--- src/rtl/serial_pkg.sv ---
// Shared definitions for the serial link: word width, length field width, FSM states, length decode.
// Latency: n/a (package).
// Backpressure: n/a (package).
package serial_pkg;

    localparam int DATA_W = 16;
    localparam int MOD_W  = $clog2(DATA_W) + 1;

    typedef enum logic [0:0] {
        IDLE = 1'b0,
        SEND = 1'b1
    } state_e;

    // A length field of 0 means a full word; anything beyond the word saturates to a full word.
    // A value of 1 passes through unchanged so callers can recognise and drop it.
    function automatic logic [MOD_W-1:0] mod_to_len(input logic [MOD_W-1:0] mod);
        logic [MOD_W-1:0] len;
        if (mod == '0 || mod > MOD_W'(DATA_W)) begin
            len = MOD_W'(DATA_W);
        end else begin
            len = mod;
        end
        return len;
    endfunction

endpackage

--- src/rtl/serial_hold_buf.sv ---
// One-entry holding register for a word (data + decoded length) waiting for the shifter.
// Latency: a pushed word is visible on full_o/dat_o/len_o the cycle after the push.
// Backpressure: none internally; the owner must not push while full unless it pops in the same cycle.
module serial_hold_buf
    import serial_pkg::*;
(
    input  logic              clk_i,
    input  logic              rst_i,
    input  logic              push_i,
    input  logic [DATA_W-1:0] push_dat_i,
    input  logic [MOD_W-1:0]  push_len_i,
    input  logic              pop_i,
    output logic              full_o,
    output logic [DATA_W-1:0] dat_o,
    output logic [MOD_W-1:0]  len_o
);

    logic              full_q, full_d;
    logic [DATA_W-1:0] dat_q, dat_d;
    logic [MOD_W-1:0]  len_q, len_d;

    // Next-state: a push wins over a pop so accept-and-drain in one cycle keeps the entry full.
    always_comb begin
        full_d = full_q;
        dat_d  = dat_q;
        len_d  = len_q;
        if (pop_i) begin
            full_d = 1'b0;
        end
        if (push_i) begin
            full_d = 1'b1;
            dat_d  = push_dat_i;
            len_d  = push_len_i;
        end
    end

    // Entry registers, discarded by reset.
    always_ff @(posedge clk_i or posedge rst_i) begin
        if (rst_i) begin
            full_q <= 1'b0;
            dat_q  <= '0;
            len_q  <= '0;
        end else begin
            full_q <= full_d;
            dat_q  <= dat_d;
            len_q  <= len_d;
        end
    end

    assign full_o = full_q;
    assign dat_o  = dat_q;
    assign len_o  = len_q;

endmodule

--- src/rtl/serial.sv ---
// Parallel-to-serial transmitter: shifts the top N bits of a word out MSB-first; optional
// one-entry holding buffer when SERIAL_HOLD_BUF_EN is defined.
// Latency: first bit on the cycle after accept; a word occupies exactly N cycles.
// Backpressure: ready_o low while sending (no buffer) or while the holding buffer is full.
module serial
    import serial_pkg::*;
(
    input  logic              clk_i,
    input  logic              rst_i,
    input  logic [DATA_W-1:0] data_i,
    input  logic [MOD_W-1:0]  data_mod_i,
    input  logic              data_val_i,
    output logic              ready_o,
    output logic              ser_data_o,
    output logic              ser_data_val_o,
    output logic              busy_o
);

    localparam logic [0:0] S_IDLE = IDLE;
    localparam logic [0:0] S_SEND = SEND;

    logic [0:0]        state_q, state_d;
    logic [DATA_W-1:0] shift_q, shift_d;
    logic [MOD_W-1:0]  cnt_q, cnt_d;

    logic [MOD_W-1:0]  in_len;
    logic              accept;
    logic              free;
    logic              buf_full;
    logic [DATA_W-1:0] buf_dat;
    logic [MOD_W-1:0]  buf_len;
    logic              ld_vld;
    logic [DATA_W-1:0] ld_dat;
    logic [MOD_W-1:0]  ld_len;

    assign in_len = mod_to_len(data_mod_i);
    assign accept = data_val_i && ready_o;
    // The shifter can take a new word when idle or while its last bit is on the line.
    assign free   = (state_q == S_IDLE) || (cnt_q == '0);

`ifdef SERIAL_HOLD_BUF_EN
    logic buf_push;
    logic buf_pop;

    assign ready_o  = !buf_full && !rst_i;
    assign buf_pop  = free && buf_full;
    assign buf_push = accept && (!free || buf_full);

    serial_hold_buf u_hold_buf (
        .clk_i      (clk_i),
        .rst_i      (rst_i),
        .push_i     (buf_push),
        .push_dat_i (data_i),
        .push_len_i (in_len),
        .pop_i      (buf_pop),
        .full_o     (buf_full),
        .dat_o      (buf_dat),
        .len_o      (buf_len)
    );
`else
    assign ready_o  = (state_q == S_IDLE) && !rst_i;
    assign buf_full = 1'b0;
    assign buf_dat  = '0;
    assign buf_len  = '0;
`endif

    // Pick the word that loads the shifter: a held word has priority over a fresh accept.
    always_comb begin
        ld_vld = 1'b0;
        ld_dat = data_i;
        ld_len = in_len;
        if (free) begin
            if (buf_full) begin
                ld_vld = 1'b1;
                ld_dat = buf_dat;
                ld_len = buf_len;
            end else if (accept) begin
                ld_vld = 1'b1;
            end
        end
    end

    // FSM, shifter and bit counter; single-bit words are dropped by never entering SEND.
    always_comb begin
        state_d = state_q;
        shift_d = shift_q;
        cnt_d   = cnt_q;
        if (free) begin
            if (ld_vld && ld_len >= MOD_W'(2)) begin
                state_d = S_SEND;
                shift_d = ld_dat;
                cnt_d   = ld_len - MOD_W'(1);
            end else begin
                state_d = S_IDLE;
                shift_d = '0;
                cnt_d   = '0;
            end
        end else begin
            shift_d = {shift_q[DATA_W-2:0], 1'b0};
            cnt_d   = cnt_q - MOD_W'(1);
        end
    end

    // State registers; reset aborts any word in flight and zeroes the outputs at once.
    always_ff @(posedge clk_i or posedge rst_i) begin
        if (rst_i) begin
            state_q <= S_IDLE;
            shift_q <= '0;
            cnt_q   <= '0;
        end else begin
            state_q <= state_d;
            shift_q <= shift_d;
            cnt_q   <= cnt_d;
        end
    end

    assign ser_data_val_o = (state_q == S_SEND);
    assign ser_data_o     = shift_q[DATA_W-1] && (state_q == S_SEND);
    assign busy_o         = (state_q == S_SEND) && (cnt_q != '0);

endmodule

--- config.mk ---
export PLATFORM = sky130hd
export DESIGN_NAME = serial
export DESIGN_NICKNAME = d
export VERILOG_FILES = /design/src/rtl/serial_pkg.sv /design/src/rtl/serial_hold_buf.sv /design/src/rtl/serial.sv
export SDC_FILE = /design/constraint.sdc
export NUM_CORES = 1
export LEC_CHECK = 0
export ABC_AREA = 1
export ABC_CLOCK_PERIOD_IN_PS = 2820
export CAP_MARGIN = 15
export CORE_ASPECT_RATIO = 1.5
export CORE_MARGIN = 4
export CORE_UTILIZATION = 40
export DETAILED_ROUTE_END_ITERATION = 12
export PLACE_DENSITY = 0.69
export SETUP_SLACK_MARGIN = 0.02
export SLEW_MARGIN = 20
export SYNTH_ARGS = -nofsm -noshare
export SYNTH_HDL_FRONTEND = slang
export SYNTH_SLANG_ARGS = --single-unit
--- constraint.sdc ---
create_clock -name clk_i -period 2.82 [get_ports clk_i]
set_clock_uncertainty 0.05 [all_clocks]
set_input_delay 0.564 -clock clk_i [delete_from_list [all_inputs] [get_ports clk_i]]
set_output_delay 0.564 -clock clk_i [all_outputs]
set_load 0.005 [all_outputs]
==> flow_metrics.env, run 1 <==
export IMPL_wl_um=2250
export IMPL_dp_cells=208
export IMPL_grt_start_max_net_pins=23
export IMPL_hold_ws_ps=400
export IMPL_synth_cell_type_count=22
export IMPL_antenna_found_initial=0
export IMPL_synth_compound_area_share_pct=4.24
export IMPL_synth_top_family_by_area="simple AND/OR/NAND/NOR gates"
export IMPL_synth_fp_nets=168
export IMPL_peakVddDrop_mv=0.400
export IMPL_max_clock_freq_mhz=392
export IMPL_worstPathBufferInverterCount=4
export IMPL_p_int_w=0.000748
export IMPL_rsz0062_at_grt="false"
export IMPL_max_stage_delay_ps=420
export IMPL_ys_flop_type="dfrtp_1"
export IMPL_cp_top_family="simple AND/OR/NAND/NOR gates"
export IMPL_core_area_sq_um=2680
export IMPL_route_met3_wl_um=115
export IMPL_pwr_share_clk_pct=26.5
export IMPL_synthArstFlopShare_pct=100
export IMPL_wl_per_cell_um=10.6
export IMPL_cts_max_level=1
export IMPL_path_cells="clkdlybuf4s50_1 > nor2_1 > nand2_1 > ha_1 > inv_2 > nand2_1 > ha_1 > inv_1 > nand2_1 > nor2_2 > a21oi_4 > buf_4 > or2_2"
export IMPL_yosys_warnings=0
export IMPL_cts_resized=0
export IMPL_pwr_share_comb_pct=35.4
export IMPL_path_depth=13
export IMPL_cts_sink_count=22
export IMPL_grt_pass1_vias=984
export IMPL_crit_fanout=17
export IMPL_tightest_slew_ps=819
export IMPL_status="finished clean"
export IMPL_ys_ff_latch=22
export IMPL_overflow=0
export IMPL_drv_slew=0
export IMPL_hp_class="reg -> reg"
export IMPL_layout_setup_ws_ps=269
export IMPL_via_per_inst=4.46
export IMPL_dp_hpwl_um=1750
export IMPL_wl_met1_um=913
export IMPL_postSynthAreaPerCell_sq_um=8.02
export IMPL_p_per_area_nw_per_um2=712
export IMPL_cp_end_kind="flip-flop"
export IMPL_die_h_um=72.9
export IMPL_cts_reportedPaths_clkPinSlew_ps=80
export IMPL_synthAdderAreaFrac_pct=4.46
export IMPL_synth_cells=140
export IMPL_fin_nets=204
export IMPL_grt_pass1_wl_um=3850
export IMPL_ff2ff_path_depth=6
export IMPL_tritoncts="yes"
export IMPL_drt_iter0_drc=4
export IMPL_synth_edf_count=0
export IMPL_leakage_nw=0.819
export IMPL_sw_frac_of_total_pct=31.7
export IMPL_num_vias=946
export IMPL_worstSetupPathType="in -> reg"
export IMPL_start_util_pct=41.9
export IMPL_r2r_end="ser_data_val_o"
export IMPL_start_kind="input pin"
export IMPL_diodes=0
export IMPL_holdBufCountCts=0
export IMPL_synth_mux_area_share_pct=0
export IMPL_synthXorXnorAreaFrac_pct=0.780
export IMPL_critPathRequiredTime_ps=2920
export IMPL_ios=28
export IMPL_endpoint="ser_data_val_o"
export IMPL_yosysTopAreaCell="dfrtp_1"
export IMPL_place_congestion=0.746
export IMPL_syn_area_sq_um=1120
export IMPL_portBuffers=27
export IMPL_yosys_top_cells_count="nand2_1 (67), dfrtp_1 (22), inv_1 (12), nand2_2 (6)"
export IMPL_critPathLaunch="data_mod_i[2]"
export IMPL_arrival_ps=2650
export IMPL_dieArea_sq_um=3730
export IMPL_relSlewSlack_pct=45.4
export IMPL_finalCriticalPeriod_ps=2550
export IMPL_drive_gt1_share_pct=16.0
export IMPL_cts_buffers=3
export IMPL_grtUsageTotal_pct=13.3
export IMPL_reg2reg_from="cnt_q[0]"
export IMPL_synth_simple_gate_area_share_pct=33.9
export IMPL_setup_viol=0
export IMPL_maxCapViolations=0
export IMPL_yosys_top_cells_area="dfrtp_1 (49%), nand2_1 (22%), ha_1 (4.5%), inv_1 (4.0%), nand2_2 (3.3%)"
export IMPL_power_frac_seq_pct=38.1
export IMPL_ant_nets=0
export IMPL_setup_tns_final_ps=0
export IMPL_ff2ff_setup_slack_ps=1230
export IMPL_power_total_w=0.00110
export IMPL_switchingPower_w=0.000348
export IMPL_first_pass_iters=2
export IMPL_met2RoutedLength_um=1180
export IMPL_cts_buffer_depth=2
export IMPL_timing_critical_path_mode_cell="nand2_1"
export IMPL_hold_viol_final=0
export IMPL_die_w_um=51.3
export IMPL_post_cts_buffers=0
export IMPL_post_synth_top_count_cell="nand2_1"
export IMPL_drcViolationCount=0
export IMPL_netlist_area_leader_share_pct=49.1
export IMPL_syn2layout_area_growth_pct=37.0
export IMPL_pre_cts_ws_ps=-18.7
export IMPL_rows=23
export IMPL_cp_slowest_cell="clkdlybuf4s50_1"
export IMPL_top_layer_used="met4"
export IMPL_root_buffer="clkbuf_8"
export IMPL_seq_area_frac_synth_pct=49.1
export IMPL_fin_crit_sh_pct=90.4
export IMPL_finalNonFillerCells=212
export IMPL_clk_latency_ps=260
-- layer usage --
layer	GRT usage (%)	up-vias
li1	-	488
met1	13.7	431
met2	25.1	23
met3	2.25	4
met4	6.71	0
met5	0	-
-- logic make-up after synthesis --
logic type,count (synthesis)
simple gates,89
fa+ha+maj,4
xor+xnor,1
buf+inv,18
flops,22
compound gates,6
-- placed cells by master (no fill, tap or decap), types with 3 or more instances in the layout --
cell and instances:
nand2_1 67, clkdlybuf4s50_1 27, dfrtp_1 22, inv_1 12, buf_4 8, nand2_2 6
nor2_1 4, nand3_1 4, ha_1 4, nor2_2 3, clkbuf_8 3
-- state kept, by name, indices dropped and copies added (netlist names) --
signal,cells
shift_q,16
cnt_q,5
ser_data_val_o,1
-- area by class of cell --
class                   instances  area (sq um)
repair buffers                 35           330
inverters                      14          52.6
clock inverters                 1          30.0
clock buffers                   3          41.3
multi-input cells             100           487
well taps                      37          46.3
flip-flops and latches         22           551
fillers                       256          1140
-- how the worst min path moves through the flow --
stage | start | endpoint | cells past startpoint
CTS | shift_q[7] | shift_q[8] | 2
finish | shift_q[7] | shift_q[8] | 2
floorplan | shift_q[14] | shift_q[15] | 2
detailed placement | shift_q[7] | shift_q[8] | 2
global route | shift_q[7] | shift_q[8] | 2
global placement | shift_q[2] | shift_q[3] | 2
-- worst min-delay path: cells and delay by family (launching register included) --
kind | cells | cell delay, ps
AND/OR/NAND/NOR | 2 | 100
flip-flops | 1 | 320
-- per-stage QoR --
step                      util, %  area (sq um)
after floorplan                 -          1120
after global placement       54.8          1470
after detailed placement     54.8          1470
after CTS                    57.5          1540
after global routing         57.5          1540
final                        57.5          1540
-- power by group through the flow --
stage          clock network, W  logic (W)  registers, W
6_report               0.000290   0.000387      0.000418
5_1_grt                0.000312   0.000439      0.000424
3_3_place_gp                  0   0.000380      0.000422
3_5_place_dp                  0   0.000387      0.000425
4_1_cts                0.000297   0.000392      0.000419
2_1_floorplan                 0   0.000255      0.000416
Note: power is estimated with default switching activity, not from simulation.
==> run 2, diff against run 1 <==
- ABC_CLOCK_PERIOD_IN_PS: 2820 -> 2400
- clock period: 2.82 -> 2.4 ns (I/O delays scaled with it)
==> flow_metrics.env, run 2 (synthesis results as in run 1) <==
export IMPL_grt_pass1_wl_um=4140
export IMPL_final_area_sq_um=1600
export IMPL_core_area_sq_um=2680
export IMPL_die_h_um=72.9
export IMPL_tritoncts="yes"
export IMPL_crit_fanout=6
export IMPL_rsz0062_at_grt="false"
export IMPL_largest_register_ffs=16
export IMPL_holdBufCountCts=0
export IMPL_status="finished clean"
export IMPL_drt_iter0_drc=13
export IMPL_rows=23
export IMPL_finalNonFillerCells=217
export IMPL_diodes=0
export IMPL_cts_max_level=1
export IMPL_pre_cts_ws_ps=-276
export IMPL_cts_buffers=3
export IMPL_setup_tns_final_ps=0
export IMPL_grt_pass1_vias=1051
export IMPL_grtUsageTotal_pct=14.4
export IMPL_portBuffers=27
export IMPL_wl_um=2360
export IMPL_fin_crit_sh_pct=95.8
export IMPL_maxCapViolations=0
export IMPL_hp_class="reg -> reg"
export IMPL_dieArea_sq_um=3730
export IMPL_arrival_ps=2390
export IMPL_switchingPower_w=0.000413
export IMPL_layout_common_cells="nand2_1 (66), clkdlybuf4s50_1 (26), dfrtp_1 (22), inv_1 (12), buf_4 (12)"
export IMPL_power_frac_seq_pct=37.7
export IMPL_hold_viol_final=0
export IMPL_leakage_nw=0.856
export IMPL_top_register="shift_q"
export IMPL_layout_setup_ws_ps=102
export IMPL_grt_start_max_net_pins=23
export IMPL_final_common_cell="nand2_1"
export IMPL_ant_nets=0
export IMPL_multi_input_comb_area_sq_um=502
export IMPL_power_total_w=0.00130
export IMPL_antenna_found_initial=0
export IMPL_p_per_area_nw_per_um2=817
export IMPL_overflow=0
export IMPL_pwr_share_clk_pct=26.1
export IMPL_setup_viol=0
export IMPL_syn2layout_area_growth_pct=42.3
export IMPL_critPathRequiredTime_ps=2490
export IMPL_p_int_w=0.000891
export IMPL_cp_slowest_cell="clkdlybuf4s50_1"
export IMPL_cp_end_kind="flip-flop"
export IMPL_place_area_sq_um=1500
export IMPL_max_clock_freq_mhz=435
export IMPL_dp_hpwl_um=1890
export IMPL_finalCriticalPeriod_ps=2300
export IMPL_ios=28
export IMPL_peakVddDrop_mv=0.523
export IMPL_sw_frac_of_total_pct=31.6
export IMPL_drcViolationCount=0
export IMPL_nFillCells=238
export IMPL_cts_reportedPaths_clkPinSlew_ps=80
export IMPL_cts_buffer_depth=2
export IMPL_clk_latency_ps=260
export IMPL_pwr_share_comb_pct=36.2
export IMPL_die_w_um=51.3
export IMPL_wl_per_cell_um=10.9
export IMPL_dp_cells=212
export IMPL_drive_gt1_share_pct=19.4
export IMPL_drv_slew=0
export IMPL_via_per_inst=4.49
export IMPL_tightest_slew_ps=302
export IMPL_path_cells="clkdlybuf4s50_1 > nor2_1 > nand2_1 > ha_4 > inv_2 > nand2_2 > ha_1 > inv_1 > nand2_1 > nor2_2 > a21oi_4 > buf_6 > or2_2"
export IMPL_first_pass_iters=4
export IMPL_num_vias=974
export IMPL_ff_latch_area_sq_um=551
export IMPL_place_congestion=0.773
export IMPL_timing_critical_path_mode_cell="nand2_1"
export IMPL_relSlewSlack_pct=79.7
export IMPL_root_buffer="clkbuf_8"
export IMPL_fin_nets=209
export IMPL_worstSetupPathType="in -> reg"
export IMPL_start_util_pct=41.9
export IMPL_max_stage_delay_ps=420
export IMPL_cts_sink_count=22
export IMPL_start_kind="input pin"
==> run 2: metal layers <==
metal / global-route usage, % / share of wire (%)
met1: 14.8 / 39
met3: 1.43 / 4.5
met2: 27.3 / 53
met5: 0 / 0
met4: 8.45 / 2.8
==> run 2: area by class of cell <==
cell class	count	area share (%)
Clock inverter	1	1.88
Clock buffer	3	2.59
Multi-Input combinational cell	100	31.4
Tap cell	37	2.90
Sequential cell	22	34.5
Inverter	14	3.29
Timing Repair Buffer	40	23.4
==> run 2: repair_timing <==
action,CTS,global route
hold endpoints to repair,0,0
endpoints found under the setup margin,1,1
pin swaps,0,5
gates resized for setup,1,3
setup buffers,0,1
cloned,0,0
==> run 2: path summary, 6_finish.rpt <==
kind                               start              to  slack (ps)  cells after the start
min                          shift_q[12]     shift_q[13]         410                      2
min in group asynchronous          rst_i      shift_q[0]         540                      3
max in group asynchronous          rst_i      shift_q[7]        1530                      3
max                        data_mod_i[2]  ser_data_val_o         100                     13
max reg2reg                     cnt_q[0]  ser_data_val_o         780                      6
min reg2reg                  shift_q[12]     shift_q[13]         410                      2
==> run 2: power by group through the flow <==
stage / logic, W / clock network, W / registers [W]
after floorplan: 0.000300 / 0 / 0.000489
after global placement: 0.000453 / 0 / 0.000496
after detailed placement: 0.000465 / 0 / 0.000501
after CTS: 0.000472 / 0.000346 / 0.000493
after global routing: 0.000534 / 0.000365 / 0.000503
final: 0.000472 / 0.000341 / 0.000492
==> run 2: worst max-delay path: cells and delay by family <==
| family | cells | cell delay (ps) |
|---|---|---|
| buffers and inverters | 4 | 670 |
| AND/OR/NAND/NOR | 6 | 710 |
| AO/OA/AOI/OAI | 1 | 90 |
| adder cells (fa/ha/maj) | 2 | 440 |
==> run 2: through the flow <==
stage | util, % | hold WS, ps
floorplan | - | 375
global placement | 55.9 | 380
detailed placement | 55.9 | 391
CTS | 59.0 | 410
global route | 59.7 | 433
finish | 59.7 | 407
